`config.mk`:
```
export PLATFORM = sky130hd
export DESIGN_NAME = bt_cmd_seq
export DESIGN_NICKNAME = d
export VERILOG_FILES = /design/src/rtl/bt_pkg.sv /design/src/rtl/bt_req_arb.sv /design/src/rtl/bt_cmd_seq.sv
export SDC_FILE = /design/constraint.sdc
export NUM_CORES = 1
export LEC_CHECK = 0
export ABC_AREA = 1
export ABC_CLOCK_PERIOD_IN_PS = 5000
export BUFFER_PORTS_ARGS = -buffer_cell sky130_fd_sc_hd__buf_4
export CAP_MARGIN = 20
export CORE_MARGIN = 1
export CORE_UTILIZATION = 45
export DETAILED_ROUTE_END_ITERATION = 16
export MAX_ROUTING_LAYER = met4
export SLEW_MARGIN = 10
export SYNTH_ARGS = -nofsm -noshare
export SYNTH_HDL_FRONTEND = slang
export SYNTH_SLANG_ARGS = --single-unit
```
`constraint.sdc`:
```
create_clock -name clk -period 5 [get_ports clk]
set_input_delay 1.25 -clock clk [delete_from_list [all_inputs] [get_ports clk]]
set_output_delay 1.25 -clock clk [all_outputs]
set_load 0.005 [all_outputs]
```
`src/rtl/bt_pkg.sv`:
```
// Shared types and default command tables for the Bluetooth command sequencer.
// Optional response-timeout feature macro: BT_RESP_TMO_EN (see bt_cmd_seq).
package bt_pkg;

    // Sequencer states
    typedef enum logic [2:0] {
        PWRUP,
        BOOT,
        INIT_TX,
        INIT_WAIT,
        LISTEN,
        CMD_WAIT,
        ERR
    } state_t;

    // One entry of the snd_cmd command ROM: start address and byte length
    typedef struct packed {
        logic [4:0] start;
        logic [3:0] len;
    } cmd_t;

    // Default tables; entry 0 sits in the most significant field
    localparam logic [9:0] INIT_START_DEF = {5'd0, 5'd6};
    localparam logic [7:0] INIT_LEN_DEF   = {4'd6, 4'd10};
    localparam logic [9:0] BTN_START_DEF  = {5'd16, 5'd20};
    localparam logic [7:0] BTN_LEN_DEF    = {4'd4, 4'd4};

    // Index width that stays at least one bit for single-entry tables
    function automatic int idx_w(input int n);
        return (n > 1) ? $clog2(n) : 1;
    endfunction

endpackage

```
`src/rtl/bt_req_arb.sv`:
```
// Button request arbiter: pending-request register plus lowest-index pick.
// In listen mode the picked request is consumed and the rest stay pending;
// in accumulate mode new releases OR into pending; otherwise inputs are dropped.
module bt_req_arb
    import bt_pkg::*;
#(
    parameter int NUM_BTN = 2,
    parameter int IDX_W   = 1
) (
    input  logic               clk,
    input  logic               rst_n,
    input  logic [NUM_BTN-1:0] btn_rel,
    input  logic               listen,
    input  logic               accum,
    output logic               req_any,
    output logic [IDX_W-1:0]   pick_idx
);

    logic [NUM_BTN-1:0] pending_reg;
    logic [NUM_BTN-1:0] pending_next;
    logic [NUM_BTN-1:0] req;
    logic [NUM_BTN-1:0] onehot;
    logic [NUM_BTN:0]   below;

    assign req      = pending_reg | btn_rel;
    assign below[0] = 1'b0;
    assign req_any  = below[NUM_BTN];

    // Prefix-OR chain: a bit wins only if no lower-index request is set
    generate
        for (genvar gi = 0; gi < NUM_BTN; gi++) begin : g_pick
            assign onehot[gi]    = req[gi] & ~below[gi];
            assign below[gi + 1] = below[gi] | req[gi];
        end
    endgenerate

    // Encode the one-hot winner into an index
    always_comb begin
        pick_idx = '0;
        for (int i = 0; i < NUM_BTN; i++) begin
            if (onehot[i]) begin
                pick_idx = IDX_W'(i);
            end
        end
    end

    // Pending update depends on what the sequencer is doing this cycle
    always_comb begin
        pending_next = pending_reg;
        if (listen) begin
            pending_next = req & ~onehot;
        end else if (accum) begin
            pending_next = req;
        end
    end

    // Pending request register
    always_ff @(posedge clk or negedge rst_n) begin
        if (!rst_n) begin
            pending_reg <= '0;
        end else begin
            pending_reg <= pending_next;
        end
    end

endmodule

```
`src/rtl/bt_cmd_seq.sv`:
```
// Bluetooth command sequencer: power-up hold-off, boot banner wait, init
// script, then button-release to command mapping for the snd_cmd engine.
// Optional macro BT_RESP_TMO_EN adds a response timeout with retry and a
// sticky error state; without it err is tied low and waits are unbounded.
module bt_cmd_seq
    import bt_pkg::*;
#(
    parameter int NUM_BTN  = 2,
    parameter int PWRUP_W  = 17,
    parameter int NUM_INIT = 2,
    parameter logic [5*((NUM_INIT > 0) ? NUM_INIT : 1)-1:0] INIT_START = INIT_START_DEF,
    parameter logic [4*((NUM_INIT > 0) ? NUM_INIT : 1)-1:0] INIT_LEN   = INIT_LEN_DEF,
    parameter logic [5*NUM_BTN-1:0] BTN_START = BTN_START_DEF,
    parameter logic [4*NUM_BTN-1:0] BTN_LEN   = BTN_LEN_DEF,
    parameter int TMO_CYC   = 2_000_000,
    parameter int MAX_RETRY = 2
) (
    input  logic               clk,
    input  logic               rst_n,
    input  logic [NUM_BTN-1:0] btn_rel,
    input  logic               resp_rcvd,
    output logic               send,
    output logic [4:0]         cmd_start,
    output logic [3:0]         cmd_len,
    output logic               cmd_n,
    output logic               ready,
    output logic               err
);

    localparam int NI = (NUM_INIT > 0) ? NUM_INIT : 1;
    localparam int IW = idx_w(NI);
    localparam int BW = idx_w(NUM_BTN);

    state_t               state_reg, state_next;
    logic [PWRUP_W-1:0]   cnt_reg, cnt_next;
    logic [IW-1:0]        idx_reg, idx_next;
    logic                 send_reg, send_next;
    logic [4:0]           cmd_start_reg, cmd_start_next;
    logic [3:0]           cmd_len_reg, cmd_len_next;
    logic                 cmd_n_reg, cmd_n_next;
    logic                 ready_reg, ready_next;
    logic                 resp_ok;
    logic                 req_any;
    logic [BW-1:0]        pick_idx;

    cmd_t init_tbl [NI];
    cmd_t btn_tbl  [NUM_BTN];

    // Unpack the flat table parameters; entry 0 is the most significant field
    generate
        for (genvar gi = 0; gi < NI; gi++) begin : g_init_tbl
            assign init_tbl[gi].start = INIT_START[5*(NI-1-gi) +: 5];
            assign init_tbl[gi].len   = INIT_LEN[4*(NI-1-gi) +: 4];
        end
        for (genvar gi = 0; gi < NUM_BTN; gi++) begin : g_btn_tbl
            assign btn_tbl[gi].start = BTN_START[5*(NUM_BTN-1-gi) +: 5];
            assign btn_tbl[gi].len   = BTN_LEN[4*(NUM_BTN-1-gi) +: 4];
        end
    endgenerate

    // A response in the same cycle as our own send pulse is stale; drop it
    assign resp_ok = resp_rcvd && !send_reg;

    bt_req_arb #(
        .NUM_BTN (NUM_BTN),
        .IDX_W   (BW)
    ) u_arb (
        .clk      (clk),
        .rst_n    (rst_n),
        .btn_rel  (btn_rel),
        .listen   (state_reg == LISTEN),
        .accum    (state_reg == CMD_WAIT),
        .req_any  (req_any),
        .pick_idx (pick_idx)
    );

`ifdef BT_RESP_TMO_EN
    localparam int TW = (TMO_CYC > 1) ? $clog2(TMO_CYC + 1) : 1;
    localparam int RW = (MAX_RETRY > 0) ? $clog2(MAX_RETRY + 1) : 1;

    logic [TW-1:0] tmo_reg, tmo_next;
    logic [RW-1:0] retry_reg, retry_next;
    logic          err_reg, err_next;
    logic          tmo_hit;

    assign tmo_hit = (tmo_reg == TW'(TMO_CYC - 1));
    assign err     = err_reg;
`else
    logic unused_cfg;
    assign unused_cfg = ^{TMO_CYC[0], MAX_RETRY[0]};
    assign err        = 1'b0;
`endif

    // Next-state and registered-output logic
    always_comb begin
        state_next     = state_reg;
        cnt_next       = cnt_reg;
        idx_next       = idx_reg;
        send_next      = 1'b0;
        cmd_start_next = cmd_start_reg;
        cmd_len_next   = cmd_len_reg;
        cmd_n_next     = cmd_n_reg;
        ready_next     = ready_reg;
`ifdef BT_RESP_TMO_EN
        retry_next     = retry_reg;
        err_next       = err_reg;
`endif
        case (state_reg)
            PWRUP: begin
                if (&cnt_reg) begin
                    cmd_n_next = 1'b0;
                    state_next = BOOT;
                end else begin
                    cnt_next = cnt_reg + 1'b1;
                end
            end
            BOOT: begin
                if (resp_ok) begin
                    if (NUM_INIT == 0) begin
                        ready_next = 1'b1;
                        state_next = LISTEN;
                    end else begin
                        state_next = INIT_TX;
                    end
                end
            end
            INIT_TX: begin
                send_next      = 1'b1;
                cmd_start_next = init_tbl[idx_reg].start;
                cmd_len_next   = init_tbl[idx_reg].len;
                state_next     = INIT_WAIT;
`ifdef BT_RESP_TMO_EN
                retry_next     = '0;
`endif
            end
            INIT_WAIT: begin
                if (resp_ok) begin
                    idx_next = idx_reg + 1'b1;
                    if (int'(idx_reg) + 1 == NUM_INIT) begin
                        ready_next = 1'b1;
                        state_next = LISTEN;
                    end else begin
                        state_next = INIT_TX;
                    end
                end
`ifdef BT_RESP_TMO_EN
                else if (tmo_hit) begin
                    if (int'(retry_reg) >= MAX_RETRY) begin
                        err_next   = 1'b1;
                        ready_next = 1'b0;
                        cmd_n_next = 1'b1;
                        state_next = ERR;
                    end else begin
                        send_next  = 1'b1;
                        retry_next = retry_reg + 1'b1;
                    end
                end
`endif
            end
            LISTEN: begin
                if (req_any) begin
                    send_next      = 1'b1;
                    cmd_start_next = btn_tbl[pick_idx].start;
                    cmd_len_next   = btn_tbl[pick_idx].len;
                    state_next     = CMD_WAIT;
`ifdef BT_RESP_TMO_EN
                    retry_next     = '0;
`endif
                end
            end
            CMD_WAIT: begin
                if (resp_ok) begin
                    state_next = LISTEN;
                end
`ifdef BT_RESP_TMO_EN
                else if (tmo_hit) begin
                    if (int'(retry_reg) >= MAX_RETRY) begin
                        err_next   = 1'b1;
                        ready_next = 1'b0;
                        cmd_n_next = 1'b1;
                        state_next = ERR;
                    end else begin
                        send_next  = 1'b1;
                        retry_next = retry_reg + 1'b1;
                    end
                end
`endif
            end
            default: begin
                state_next = state_reg;
            end
        endcase
    end

`ifdef BT_RESP_TMO_EN
    // Response timer: restarts on every send, runs only while waiting
    always_comb begin
        tmo_next = '0;
        if (!send_next && (state_reg == INIT_WAIT || state_reg == CMD_WAIT)) begin
            tmo_next = tmo_reg + 1'b1;
        end
    end
`endif

    // State and output registers
    always_ff @(posedge clk or negedge rst_n) begin
        if (!rst_n) begin
            state_reg     <= PWRUP;
            cnt_reg       <= '0;
            idx_reg       <= '0;
            send_reg      <= 1'b0;
            cmd_start_reg <= '0;
            cmd_len_reg   <= '0;
            cmd_n_reg     <= 1'b1;
            ready_reg     <= 1'b0;
`ifdef BT_RESP_TMO_EN
            tmo_reg       <= '0;
            retry_reg     <= '0;
            err_reg       <= 1'b0;
`endif
        end else begin
            state_reg     <= state_next;
            cnt_reg       <= cnt_next;
            idx_reg       <= idx_next;
            send_reg      <= send_next;
            cmd_start_reg <= cmd_start_next;
            cmd_len_reg   <= cmd_len_next;
            cmd_n_reg     <= cmd_n_next;
            ready_reg     <= ready_next;
`ifdef BT_RESP_TMO_EN
            tmo_reg       <= tmo_next;
            retry_reg     <= retry_next;
            err_reg       <= err_next;
`endif
        end
    end

    assign send      = send_reg;
    assign cmd_start = cmd_start_reg;
    assign cmd_len   = cmd_len_reg;
    assign cmd_n     = cmd_n_reg;
    assign ready     = ready_reg;

endmodule
```
After elaboration in Yosys (flattened, before gate mapping)
Cells that the tools add are included.
- reductions and logical operators: 13
- $add $sub $neg: 3
- equal/unequal tests: 11
- muxes and demuxes: 22
- bitwise gates (word level): 9
- $lt $le $gt $ge: 2
- operators with widths (operator ; count):
    $mux W9 ; 4
    $mux W3 ; 6
    $pmux W3 S6 ; 1
    $reduce_and A18 Y1 ; 1
    $add A17 B1 Y17 const B ; 1
    $reduce_and A17 Y1 ; 1
    $mux W7 ; 2
    $ne A2 B2 Y1 const B ; 5
    $pmux W5 S2 ; 1
    $pmux W4 S2 ; 1
    $eq A3 B2 Y1 const B ; 2
    $eq A3 B3 Y1 const B ; 2
    $reduce_and A2 Y1 ; 3
    $reduce_and A6 Y1 ; 1
    $reduce_bool A6 Y1 ; 1
    $mux W5 ; 1
    $ge A2 B2 Y1 const B ; 2
    $mux W2 ; 2
    $mux W4 ; 1
    $not A1 Y2 ; 2
    $reduce_bool A2 Y1 ; 2
    $eq A3 B1 Y1 const B ; 1
    $logic_not A3 Y1 ; 1
    $reduce_and A3 Y1 ; 1
    other kinds (13) ; 15
- bits in registers: 35
- word-level logic and storage cells: 69

Logic depth before layout (Yosys ltp)
- word-level depth: 10
- depth in mapped cells: 14
- gate-level depth less buffers: 14

Modules after synthesis
Synthesis repeated with hierarchy kept, for this count alone.
- cell total of the unflattened synthesis: 206
- area, all modules: 1689.1 µm²
- modules (own cells, without submodules) (module ; sequential area each (µm²) ; times used ; area an instance (µm²) ; cells an instance):
    bt_cmd_seq ; 726.9 ; 1 ; 1569.0 ; 187
    bt_req_arb ; 50.0 ; 1 ; 120.1 ; 19

Worst setup path before layout
No wires, ideal clock.
- path kind: input to register
- start point: input btn_rel[1]
- end point: register cmd_start_reg[1] (netlist: cmd_start[1])
- arrival time: 1.830 ns
- library setup time: 0.119 ns
- path slack: 3.051 ns
- cell stages on the path: 5
- cells stage by stage: nor2_1 -> nand2_1 -> nand2_1 -> nand2_2 -> o21a_1
- cells in the longest elaborated chain, start to end: 4
- ends and longest elaborated chain (what ; line ; RTL):
    start: declaration ; bt_cmd_seq.sv:20 ; input logic [NUM_BTN-1:0] btn_rel,
    $or A2 B2 Y2 ; bt_req_arb.sv:25 ; assign req = pending_reg | btn_rel;
    $or A1 B1 Y1 ; bt_req_arb.sv:33 ; assign below[gi + 1] = below[gi] | req[gi];
    $ne A2 B2 Y1 (no source line) ; - ;
    $reduce_and A2 Y1 (no source line) ; - ;
    end signal: assignment ; bt_cmd_seq.sv:226 ; cmd_start_reg <= cmd_start_next;
    end: declaration ; bt_cmd_seq.sv:38 ; logic [4:0] cmd_start_reg, cmd_start_next;
Every way passes these cells.
A chain may end at the register's enable or synchronous reset.

Final worst setup path
- start point: register cmd_n_reg (netlist: cmd_n)
- end point: output cmd_n
- RTL lines (what ; line ; RTL):
    start: declaration ; bt_cmd_seq.sv:40 ; logic cmd_n_reg, cmd_n_next;
    start signal: assignment ; bt_cmd_seq.sv:228 ; cmd_n_reg <= cmd_n_next;
    end: declaration ; bt_cmd_seq.sv:25 ; output logic cmd_n,
No word-level cell between the ends.

==> results.cfg <==
[floorplan]
die-area_sq_um = 3945
die_x_microns = 62.81
core_area_sq_um = 3442
rows = 21
io_pins = 18
fp.dieH_microns = 62.81
start_util = 0.4835

[setup_path]
critPathTopFamily = flip-flops
startpoint_type = flip-flop
crit_slowest_cell = dfstp_2
cp_data_required_time_ns = 3.75
path_max_fanout = 2
worst_setup_path_end_kind = primary output
slowest_delay_ns = 0.52
path_buf_inv = 1
path_class = flip-flop to primary output
crit_path_cell_trace = buf_4
crit_arrival_ns = 0.90

[clocking]
cts-root-buf = clkbuf_8
cts_resized = 0
htree_levels = 2
holdBufCountCts = 0
clock_latency_ns = 0.28
cts.clk_slew.worst_paths_ns = 0.06
post_cts_buffers = 0
cts_buffers = 5
cts_num_sinks = 31
clock_path_buffers = 2
cts_tree = built

[yosys]
yosysMostFrequentCell = nand2_1
synth_area_sq_um = 1664
ys_ff_latch = 31
syn-mean-instance-area_sq_um = 8.039
ys.flop_type = dfrtp_1
synthTopCellsByArea = dfrtp_1 45%, nand2_1 14%, nor2_1 5.6%
async_reset_ff_frac = 1.000
yosys_warnings = 0
yosysUniqueCellTypes = 26
ys_seq_area_frac = 0.4669
synth_edf_count = 0
synthTopCellsByCount = 64 x nand2_1, 30 x dfrtp_1, 25 x nor2_1
synth_top_cell_area_share = 0.4511
netlist_instances = 207
synth.largest_area_cell = dfrtp_1

[pwr]
leakage_nw = 0.9364
power_density_nw_per_um2 = 272.6
ir_drop_v = 0.0001600

[route]
finalWirelength_microns = 3010
via_per_inst = 4.878
avgRoutedWirePerCell_microns = 11.15
drt_iter0_markers = 47
drc = 0
detail-route-antenna-nets = 0
num_vias = 1317
dr.pass1.iters = 4

[grt]
use_met1 = 0.2240
track_usage = 0.1839
antenna_found_initial = 0
overflow = 0
grt_use_met3 = 0.05109
grt_util_met2 = 0.2853
grt_pass1_wl_microns = 5395
grt_max_degree = 32
grt_pass1_vias = 1246
grt-busiest-layer = met2

[min_path]
min_path_type = flip-flop to flip-flop

[timing]
hold_violations = 0
timing.final.ws_setup_ns = 2.847
rsz0062_at_grt = no
setup_tns_ns = 0
drv_slew = 0
finalCritPeriodShare = 0.4307
setup_viol_count_final = 0
fin_skew_ns = 0.003767
period_minus_slack_ns = 2.153
fmax_ghz = 0.4644

[final_layout]
register_area_sq_um = 777.0
largest_reg_flops = 17
fin_nets = 232
diodes = 0
multi_input_area_sq_um = 748.2
layout-drive-gt1-share = 0.1473
area_delta_synth_final_pct = 13.68
fillers = 338

[placement]
io_buffers = 13
place_ws_ns = 2.801
place_congestion = 0.8031
hpwl_microns = 2253

[outcome]
status = completed

[job]
cap_violations = 0
==> routing by layer <==
layer / part of all wire / up-vias
met5: 0 / -
met4: 0.025 / 0
met3: 0.044 / 9
met2: 0.47 / 36
met1: 0.46 / 602
li1: - / 670
==> where the power goes <==
group,internal (mW),switching (mW),total [mW]
Clock,0.161,0.0944,0.255
Sequential,0.251,0.000216,0.251
Combinational,0.00250,0.00640,0.00890
Total,0.415,0.101,0.516
==> layout by cell type, fill, tap and decap left out, drive strengths merged, types with 2 or more instances in the layout <==
cell type,n
nand4,7
nor2,29
o21ai,2
ha,4
buf,13
xnor2,3
nand3,15
nand2,67
clkbuf,6
inv,25
nor3,2
xor2,7
o21bai,2
conb,4
dfrtp,30
==> worst paths after layout <==
check	end	from	cells after the start	slack, ns
setup / recovery	cmd_n	cmd_n$_DFFE_PN1P_	1	2.85
hold / removal	cmd_len[1]$_DFFE_PN0P_	cmd_len[1]$_DFFE_PN0P_	2	0.48
setup reg to reg	cnt_reg[9]$_DFFE_PN0P_	cnt_reg[0]$_DFFE_PN0P_	14	3.03
hold reg to reg	cmd_len[1]$_DFFE_PN0P_	cmd_len[1]$_DFFE_PN0P_	2	0.48
max in group asynchronous	cmd_n$_DFFE_PN1P_	rst_n	1	3.80
min in group asynchronous	u_arb.pending_reg[1]$_DFFE_PN0P_	rst_n	1	0.89
==> through the flow <==
step                total power, mW  cell area, sq um  std cells  hold WS (ns)    util
detailed placement           0.2655              1774        262        0.4637  0.5154
CTS                          0.5229              1892        270        0.4800  0.5496
global route                 0.5348              1892        270        0.5074  0.5496
global placement             0.2652              1774        262        0.4574  0.5154
finish                       0.5158              1892        270        0.4791  0.5496
floorplan                    0.2601              1675        210        0.4417       -
==> cell families (layout without fill, tap and decap cells) <==
logic type,Yosys count,in the layout,synth area share
and+or+nand+nor,121,121,0.3241
buffers and inverters,32,46,0.09022
xor gates and xnor gates,10,10,0.05264
other,1,4,0.002253
DFF,31,31,0.4669
adders and majority gates,4,4,0.03008
AOI/OAI and AO/OA,8,8,0.03384
==> layout make-up <==
type,count,area share
clock buffers,6,0.04365
clock inverters,2,0.01852
inverters,25,0.04960
multi-input cells,147,0.3955
flip-flops and latches,31,0.4107
well taps,46,0.03042
repair buffers,13,0.05159
Power figures use the tool's default switching activity.
